**config.mk**
```make
export PLATFORM = sky130hd
export DESIGN_NAME = spi_master_gen2
export DESIGN_NICKNAME = d
export VERILOG_FILES = /design/src/rtl/spi_pkg.sv /design/src/rtl/spi_sclk_gen.sv /design/src/rtl/spi_master_gen2.sv
export SDC_FILE = /design/constraint.sdc
export NUM_CORES = 1
export LEC_CHECK = 0
export CAP_MARGIN = 20
export CORE_ASPECT_RATIO = 1.4
export CORE_MARGIN = 2
export CORE_UTILIZATION = 53
export CTS_CLUSTER_SIZE = 30
export DETAILED_ROUTE_END_ITERATION = 7
export GPL_ROUTABILITY_DRIVEN = 0
export PLACE_DENSITY = 0.91
export SLEW_MARGIN = 20
export SYNTH_ARGS = -nofsm -noshare
export SYNTH_HDL_FRONTEND = slang
export SYNTH_SLANG_ARGS = --single-unit
```
**constraint.sdc**
```tcl
create_clock -name clk -period 2.32 [get_ports clk]
set_clock_uncertainty 0.15 [all_clocks]
set_input_delay 0.348 -clock clk [delete_from_list [all_inputs] [get_ports clk]]
set_output_delay 0.348 -clock clk [all_outputs]
set_load 0.02 [all_outputs]
```
**src/rtl/spi_pkg.sv**
```systemverilog
// ----------------------------------------------------------------------------
// spi_pkg
//   Shared types and constants for the SPI master.
//   - state_t     : controller FSM state encoding
//   - MODE0..MODE3: SPI mode constants, encoded as {cpol, cpha}
// ----------------------------------------------------------------------------
package spi_pkg;

    typedef enum logic [2:0] {
        ST_IDLE,
        ST_SETUP,
        ST_XFER,
        ST_HOLD,
        ST_DONE
    } state_t;

    localparam logic [1:0] MODE0 = 2'b00;
    localparam logic [1:0] MODE1 = 2'b01;
    localparam logic [1:0] MODE2 = 2'b10;
    localparam logic [1:0] MODE3 = 2'b11;

endpackage

```
**src/rtl/spi_sclk_gen.sv**
```systemverilog
// ----------------------------------------------------------------------------
// spi_sclk_gen
//   Half-period timer and SCLK level generator.
//   Ports:
//     clk, rst   : system clock, synchronous active-high reset
//     en         : timer runs while high, held at zero otherwise
//     toggle_en  : SCLK toggles on each tick while high
//     load       : preset SCLK to load_lvl and clear the edge parity
//     load_lvl   : idle level loaded by 'load'
//     div        : half-period is div+1 clk cycles
//     tick       : last cycle of the current half-period
//     sclk_lvl   : current SCLK level
//     odd_edge   : the edge produced by the current tick is odd (1st, 3rd..)
// ----------------------------------------------------------------------------
module spi_sclk_gen #(
    parameter int DIV_W = 8
) (
    input  logic             clk,
    input  logic             rst,
    input  logic             en,
    input  logic             toggle_en,
    input  logic             load,
    input  logic             load_lvl,
    input  logic [DIV_W-1:0] div,
    output logic             tick,
    output logic             sclk_lvl,
    output logic             odd_edge
);

    logic [DIV_W-1:0] cnt;
    logic             edge_par;   // parity of edges already produced

    assign tick     = en && (cnt == div);
    assign odd_edge = !edge_par;

    // NOTE: sequential state uses non-blocking assignments so every register
    // samples pre-edge values, regardless of statement order.
    always_ff @(posedge clk) begin
        if (rst || !en) begin
            cnt <= '0;
        end else if (tick) begin
            cnt <= '0;
        end else begin
            cnt <= cnt + 1'b1;
        end
    end

    always_ff @(posedge clk) begin
        if (rst) begin
            sclk_lvl <= 1'b0;
            edge_par <= 1'b0;
        end else if (load) begin
            sclk_lvl <= load_lvl;
            edge_par <= 1'b0;
        end else if (tick && toggle_en) begin
            sclk_lvl <= !sclk_lvl;
            edge_par <= !edge_par;
        end
    end

endmodule

```
**src/rtl/spi_master_gen2.sv**
```systemverilog
// ----------------------------------------------------------------------------
// spi_master_gen2
//   Single-word SPI master, all four modes, selectable bit order, runtime
//   clock divider and one-hot active-low slave select.
//   Ports:
//     clk, rst          : system clock, synchronous active-high reset
//     start             : one-cycle request, honoured only when idle
//     cpol, cpha        : SPI mode, latched at start (cpol also drives idle SCLK)
//     lsb_first         : bit order for both directions, latched at start
//     clk_div           : SCLK half-period = clk_div+1 clk cycles, latched
//     ss_sel            : index of the slave to select, latched
//     tx_data           : word to send, latched
//     clr_ntx           : clears the completed-transfer counter
//     miso              : serial data in
//     rx_data           : last fully received word
//     busy, done        : transfer in progress / one-cycle completion pulse
//     ntx               : completed transfers, modulo 256
//     sclk, mosi, ss_n  : SPI bus
// ----------------------------------------------------------------------------
module spi_master_gen2
    import spi_pkg::*;
#(
    parameter  int DATA_W = 8,
    parameter  int N_SS   = 4,
    parameter  int DIV_W  = 8,
    localparam int SS_W   = (N_SS > 1) ? $clog2(N_SS) : 1
) (
    input  logic              clk,
    input  logic              rst,
    input  logic              start,
    input  logic              cpol,
    input  logic              cpha,
    input  logic              lsb_first,
    input  logic [DIV_W-1:0]  clk_div,
    input  logic [SS_W-1:0]   ss_sel,
    input  logic [DATA_W-1:0] tx_data,
    input  logic              clr_ntx,
    input  logic              miso,
    output logic [DATA_W-1:0] rx_data,
    output logic              busy,
    output logic              done,
    output logic [7:0]        ntx,
    output logic              sclk,
    output logic              mosi,
    output logic [N_SS-1:0]   ss_n
);

    localparam int             EW        = $clog2(2 * DATA_W + 1);
    localparam logic [EW-1:0]  LAST_EDGE = EW'(2 * DATA_W - 1);

    state_t            state_q, state_d;
    logic              cpol_q, cpha_q, lsb_q;
    logic [DIV_W-1:0]  div_q;
    logic [SS_W-1:0]   ss_q;
    logic [DATA_W-1:0] tx_sh, rx_sh;
    logic [EW-1:0]     edge_cnt;      // SCLK edges already produced in XFER

    logic tick, sclk_lvl, odd_edge;
    logic start_acc, active, xfer_tick, sample_on_even, sample_now, shift_now;

    assign start_acc = start && (state_q == ST_IDLE);
    assign active    = (state_q == ST_SETUP) || (state_q == ST_XFER) || (state_q == ST_HOLD);
    assign xfer_tick = tick && (state_q == ST_XFER);

    spi_sclk_gen #(.DIV_W(DIV_W)) u_sclk_gen (
        .clk       (clk),
        .rst       (rst),
        .en        (active),
        .toggle_en (state_q == ST_XFER),
        .load      (start_acc),
        .load_lvl  (cpol),
        .div       (div_q),
        .tick      (tick),
        .sclk_lvl  (sclk_lvl),
        .odd_edge  (odd_edge)
    );

    // Modes 1 and 3 sample on even edges; modes 0 and 2 on odd edges.
    always_comb begin
        unique case ({cpol_q, cpha_q})
            MODE1, MODE3: sample_on_even = 1'b1;
            MODE0, MODE2: sample_on_even = 1'b0;
            default:      sample_on_even = 1'b0;
        endcase
    end

    // cpha=1 shifts on odd edges, but the first odd edge still presents the
    // first bit (already on mosi since SETUP); cpha=0 shifts on even edges
    // except the final one.
    assign sample_now = xfer_tick && (sample_on_even ? !odd_edge : odd_edge);
    assign shift_now  = xfer_tick && (sample_on_even ? (odd_edge && edge_cnt != '0)
                                                     : (!odd_edge && edge_cnt != LAST_EDGE));

    always_ff @(posedge clk) begin
        if (rst) begin
            state_q <= ST_IDLE;
        end else begin
            state_q <= state_d;
        end
    end

    // NOTE: every output of this block gets a default first so no path leaves
    // a variable unassigned, which would otherwise infer a latch.
    always_comb begin
        state_d = state_q;
        busy    = 1'b0;
        done    = 1'b0;
        sclk    = sclk_lvl;
        mosi    = 1'b0;
        ss_n    = '1;

        unique case (state_q)
            ST_IDLE:  if (start) state_d = ST_SETUP;
            ST_SETUP: if (tick) state_d = ST_XFER;
            ST_XFER:  if (tick && edge_cnt == LAST_EDGE) state_d = ST_HOLD;
            ST_HOLD:  if (tick) state_d = ST_DONE;
            ST_DONE:  state_d = ST_IDLE;
            default:  state_d = ST_IDLE;
        endcase

        if (state_q == ST_IDLE) begin
            sclk = cpol;
        end else begin
            busy = 1'b1;
        end
        done = (state_q == ST_DONE);

        if (active) begin
            mosi = lsb_q ? tx_sh[0] : tx_sh[DATA_W-1];
            for (int i = 0; i < N_SS; i++) begin
                ss_n[i] = (SS_W'(i) != ss_q);
            end
        end
    end

    always_ff @(posedge clk) begin
        if (rst) begin
            cpol_q   <= 1'b0;
            cpha_q   <= 1'b0;
            lsb_q    <= 1'b0;
            div_q    <= '0;
            ss_q     <= '0;
            tx_sh    <= '0;
            rx_sh    <= '0;
            edge_cnt <= '0;
            rx_data  <= '0;
            ntx      <= '0;
        end else begin
            if (start_acc) begin
                cpol_q   <= cpol;
                cpha_q   <= cpha;
                lsb_q    <= lsb_first;
                div_q    <= clk_div;
                ss_q     <= ss_sel;
                tx_sh    <= tx_data;
                rx_sh    <= '0;
                edge_cnt <= '0;
            end
            if (xfer_tick) begin
                edge_cnt <= edge_cnt + 1'b1;
            end
            if (shift_now) begin
                tx_sh <= lsb_q ? (tx_sh >> 1) : (tx_sh << 1);
            end
            if (sample_now) begin
                rx_sh <= lsb_q ? {miso, rx_sh[DATA_W-1:1]} : {rx_sh[DATA_W-2:0], miso};
            end
            if (state_q == ST_HOLD && tick) begin
                rx_data <= rx_sh;
            end
            if (clr_ntx) begin
                ntx <= '0;
            end else if (state_q == ST_DONE) begin
                ntx <= ntx + 8'd1;
            end
        end
    end

endmodule

```
## After elaboration in Yosys (flattened, before gate mapping)

Cells that the tools add are included.

| word-level totals | value |
|---|---|
| input bits | 26 |
| logic and storage cells | 85 |
| flip-flop bits (word level) | 63 |

| cells by class | value |
|---|---|
| eq/ne operators | 17 |
| $add $sub $neg | 3 |
| multiplexer cells | 23 |
| reductions and logical operators | 28 |

Operator list:

| operator | number |
|---|---|
| $mux 8 | 6 |
| $add 8x1->8 const B | 2 |
| $mux 3 | 4 |
| $pmux 3 s4 | 1 |
| $mux 5 | 2 |
| $reduce_or 2->1 | 5 |
| $logic_and 1x1->1 | 9 |
| $eq 8x8->1 | 1 |
| $mux 1 | 8 |
| $ne 2x2->1 const B | 4 |
| $reduce_bool 2->1 | 4 |
| $eq 3x2->1 const B | 2 |
| $add 5x1->5 const B | 1 |
| $eq 5x4->1 const B | 1 |
| $ne 5x4->1 const B | 1 |
| $reduce_bool 5->1 | 1 |
| $eq 2x2->1 const B | 2 |
| $mux 4 | 1 |
| $ne 2x2->1 const A | 2 |
| $reduce_and 4->1 | 1 |
| $eq 3x1->1 const B | 1 |
| $eq 3x3->1 const B | 1 |
| $logic_not 1->1 | 3 |
| $logic_not 3->1 | 1 |
| 5 further kinds | 7 |

## Longest topological paths before layout

| logic depth | value |
|---|---|
| depth in word-level cells | 7 |
| mapped depth | 10 |

## Cells and area by module

From an unflattened synthesis, not the netlist that was laid out.

| unflattened totals | value |
|---|---|
| cell total of the unflattened synthesis | 352 |
| area, all modules | 3002.9 µm² |

By module, submodules not included:

| module | sequential area each (µm²) | area an instance (µm²) | instances | cells an instance |
|---|---|---|---|---|
| spi_master_gen2 | 1041.0 | 2472.4 | 1 | 291 |
| spi_sclk_gen | 200.2 | 530.5 | 1 | 61 |

## Least setup slack after synthesis

No wires, ideal clock.

| path | value |
|---|---|
| kind | register -> register |
| start point | register edge_cnt[0] |
| end point | register tx_sh[0] |
| data required time | 2038 ps |
| setup time | 132 ps |
| slack | 282 ps |
| cell stages (with the launch flop) | 10 |
| arrival | 1756 ps |
| cell sequence | dfxtp_1 inv_1 ha_1 or4b_1 a31oi_1 and4b_1 buf_6 buf_8 a32oi_1 a21oi_1 |

| between the ends | value |
|---|---|
| word-level cells in the longest chain between the ends | 5 |
| elaborated cells on any way between the ends | 8 |
| classes of those cells | 1 x eq/ne; 2 x mux; 5 x reduce/logical |

RTL lines:

| element | RTL line | text |
|---|---|---|
| start: declaration | spi_master_gen2.sv:56 | `logic [EW-1:0] edge_cnt;` |
| start signal: assignment | spi_master_gen2.sv:160 | `edge_cnt <= edge_cnt + 1'b1;` |
| $ne 5x4->1 or $reduce_bool 5->1 (tied branches) | spi_master_gen2.sv:92, spi_master_gen2.sv:91 |  |
| $logic_and 1x1->1 (on tied branches) | spi_master_gen2.sv:92, spi_master_gen2.sv:91 |  |
| $mux 1 * | spi_master_gen2.sv:91 | `assign shift_now = xfer_tick && (sample_on_even ? (odd_edge && edge_cnt != '0)` |
| $logic_and 1x1->1 * | spi_master_gen2.sv:91 |  |
| $mux 8 or $reduce_bool 2->1 (tied branches) | - |  |
| end signal: assignment | spi_master_gen2.sv:155 | `tx_sh <= tx_data;` |
| end signal: assignment | spi_master_gen2.sv:163 | `tx_sh <= lsb_q ? (tx_sh >> 1) : (tx_sh << 1);` |
| end: declaration | spi_master_gen2.sv:55 | `logic [DATA_W-1:0] tx_sh, rx_sh;` |

Mark *: on every way between the ends. The rest lies on a longest branch, timed or not.
A chain may end at the register's enable or synchronous reset.

## Worst setup path after layout

| path | value |
|---|---|
| start point | register state_q[1] |
| end point | output ss_n[0] |

| between the ends | value |
|---|---|
| word-level cells in the longest chain between the ends | 4 |
| elaborated cells on any way between the ends | 6 |
| classes of those cells | 3 x eq/ne; 1 x mux; 2 x reduce/logical |

RTL lines:

| element | RTL line | text |
|---|---|---|
| start: declaration | spi_master_gen2.sv:51 | `state_t state_q, state_d;` |
| start signal: assignment | spi_master_gen2.sv:98 | `state_q <= state_d;` |
| $eq 3x1->1 or $eq 3x2->1 (tied branches) | spi_master_gen2.sv:62 | `assign active = (state_q == ST_SETUP) \|\| (state_q == ST_XFER) \|\| (state_q == ST_HOLD);` |
| $logic_or 1x1->1 | spi_master_gen2.sv:62 |  |
| $logic_or 1x1->1 * | spi_master_gen2.sv:62 |  |
| $mux 4 * | spi_master_gen2.sv:128 | `if (active) begin` |
| end: declaration | spi_master_gen2.sv:45 | `output logic [N_SS-1:0] ss_n` |

Marks and branches as above.

==> results_dict.tcl <==
set metrics [dict create \
    status "finished, final reports clean" \
    overflow 0 \
    core_mm2 0.00524 \
    cts_made_buffers 9 \
    start_util 0.556 \
    die_h_um 91.7 \
    n_antenna_cell 0 \
    ys_types 45 \
    drtIter0Drc 124 \
    cts_buffer_depth 2 \
    post_drt_wl_per_cell_um 15.1 \
    critPathMaxFanout 6 \
    drive_above_1_share 0.109 \
    io-pin-count 50 \
    synth_top_area_frac 0.426 \
    fin_crit_sh 0.951 \
    placed_cell_area_mm2 0.00350 \
    slew_violations 0 \
    yosysWarningCount 0 \
    seq_area_mm2 0.00124 \
    cp-end-kind "primary output" \
    leakage_nw 1.51 \
    worst_slack_ns 0.114 \
    grt_start_max_net_pins 26 \
    cts_tree "yes" \
    fmax_mhz 453 \
    hp-class "reg2reg" \
    slew_headroom 0.621 \
    hpwl_mm 4.60 \
    area_growth_pct 26.2 \
    placed_cells 426 \
    postCtsSetupRepairBufs 0 \
    cts_max_level 3 \
    first_global_vias 2414 \
    grt_pass1_wl_mm 11.0 \
    tightest_slew_ns 0.568 \
    postRouteAntennaNets 0 \
    root_buffer "clkbuf_8" \
    rsz0062_at_grt "false" \
    ys_seq_elements 62 \
    crit_type "reg2out" \
    num_vias 2466 \
    setup_tns_ns 0 \
    fin_area_mm2 0.00367 \
    firstDrtPassIters 5 \
    setup_viol 0 \
    drt_wl_total_mm 6.69 \
    grtUsageTotal 0.237 \
    via_per_inst 5.58 \
    fp.dieW_um 66.6 \
    rows 31 \
    finalCriticalPeriod_ns 2.21 \
    multiInputGateArea_mm2 0.00154 \
    clk_latency_ns 0.34 \
    p_total_mw 2.74 \
    cts.clk_slew.worst_paths_ns 0.07 \
    maxCapViolCount 0 \
    ys_seq_area_frac 0.426 \
    dp_slack_ns 0.116 \
    synth_area_per_cell_um2 9.18 \
    syn_nets 348 \
    power_density_mw_per_mm2 746 \
    finalHoldViolations 0 \
    antenna_found_initial 0 \
    port_buffers 49 \
    layout_commonest_cell "dfxtp_1" \
    synth_area_mm2 0.00291 \
    yosysTopAreaCell "dfxtp_1" \
    cts.sinks 62 \
    drc_errors 0 \
    hold_buffers 0 \
    syn_inst 317 \
    ir_worst_vdd_mv 0.562 \
    finalNetCount 402 \
    worst_ep_required_time_ns 1.82 \
    mostFrequentLayoutCells "dfxtp_1, clkdlybuf4s50_1, nor2_1, nand2_1, mux2i_1" \
    die_area_mm2 0.00611 \
    fillers 395 \
    stdcell_count 442 \
    yosys-top-cells-area "dfxtp_1, mux2i_1, xor2_1" \
    crit_path_start_kind "register" \
    cp.arrival_ns 1.71 \
]
flip-flops by register name, summed over array words and instances (netlist names), 2 cells and up:
signal and count:
div_q 8, ntx 8, rx_data 8, rx_sh 8, tx_sh 8, u_sclk_gen.cnt 8
edge_cnt 5, state_q 3, ss_q 2
where the power goes:
group          internal (mW)  switching (mW)  leakage (nW)
logic                  0.309           0.406         0.919
clock network          0.411           0.410        0.0861
registers               1.14          0.0657         0.504
per-layer routing:
layer | wire length [um] | global-route usage | part of all wire | vias to the layer above
met2 | 3380 | 0.389 | 0.50 | 73
met4 | 169 | 0.121 | 0.025 | 0
met5 | 0 | 0 | 0 | -
met1 | 2850 | 0.281 | 0.43 | 1157
met3 | 299 | 0.0589 | 0.045 | 15
li1 | - | - | - | 1221
critical path, cell delays in order (launching register included):
cell	delay, ns
dfxtp_4	0.38
nor2_1	0.06
or2_2	0.31
or3_1	0.32
clkdlybuf4s15_1	0.29
Yosys cell counts:
| master | instances |
|---|---|
| nor3b_2 | 1 |
| a21o_1 | 1 |
| buf_1 | 1 |
| a41o_1 | 8 |
| ha_1 | 5 |
| or2_2 | 3 |
| or3_1 | 1 |
| or4b_1 | 1 |
| and4b_1 | 1 |
| nand3_4 | 1 |
| nand3_1 | 13 |
| xnor2_1 | 5 |
| nor3_1 | 14 |
| clkbuf_1 | 12 |
| nor2b_1 | 1 |
| mux2_2 | 1 |
| xor2_1 | 20 |
| or4_1 | 1 |
| dfxtp_1 | 62 |
| a21oi_1 | 16 |
| buf_2 | 4 |
| and2b_1 | 1 |
| inv_1 | 7 |
| a31oi_1 | 3 |
| buf_6 | 2 |
| a221o_1 | 1 |
| and3_2 | 1 |
| nand4_2 | 1 |
| nor3b_1 | 1 |
| buf_8 | 1 |
| mux2i_1 | 24 |
| nand3b_1 | 2 |
| a32oi_1 | 2 |
| or3b_1 | 2 |
| and2_1 | 8 |
| and4_1 | 1 |
| nand4_1 | 3 |
| nor4_4 | 2 |
| o21a_1 | 1 |
| a211oi_1 | 13 |
| clkinv_1 | 1 |
| a31o_2 | 1 |
| nor2_1 | 32 |
| nand2_1 | 31 |
| and3_1 | 4 |
path summary, 6_finish.rpt:
check / from / endpoint / slack (ns) / depth (start not counted)
setup / recovery: state_q[1] / ss_n[0] / 0.11 / 4
setup reg to reg: edge_cnt[0] / tx_sh[3] / 0.12 / 9
hold reg to reg: div_q[3] / div_q[3] / 0.32 / 2
hold / removal: div_q[3] / div_q[3] / 0.32 / 2
cell families (layout without fill, tap and decap cells):
logic type,count (synthesis),count (layout),share of synthesized area
xor gates and xnor gates,25,25,0.0752
adders and majority gates,5,5,0.0215
muxes,25,25,0.0864
buffers and inverters,28,87,0.0468
AOI/OAI and AO/OA,46,46,0.113
and+or+nand+nor,126,126,0.231
DFF,62,62,0.426
per-stage QoR:
| stage | hold WS (ns) | utilization |
|---|---|---|
| after global routing | 0.341 | 0.702 |
| after global placement | 0.306 | 0.668 |
| after detailed placement | 0.313 | 0.668 |
| after CTS | 0.322 | 0.699 |
| final | 0.320 | 0.702 |
| after floorplan | 0.298 | - |
repair_timing:
action	CTS	global route
setup endpoints to repair	5	8
pin swaps	0	3
gates resized for setup	5	5
layout make-up:
class	count	share of cell area
Clock buffer	12	0.0395
Clock inverter	4	0.00613
Inverter	8	0.00817
Multi-Input combinational cell	227	0.419
Sequential cell	62	0.339
Tap cell	66	0.0225
Timing Repair Buffer	63	0.166
Power figures use the tool's default switching activity.
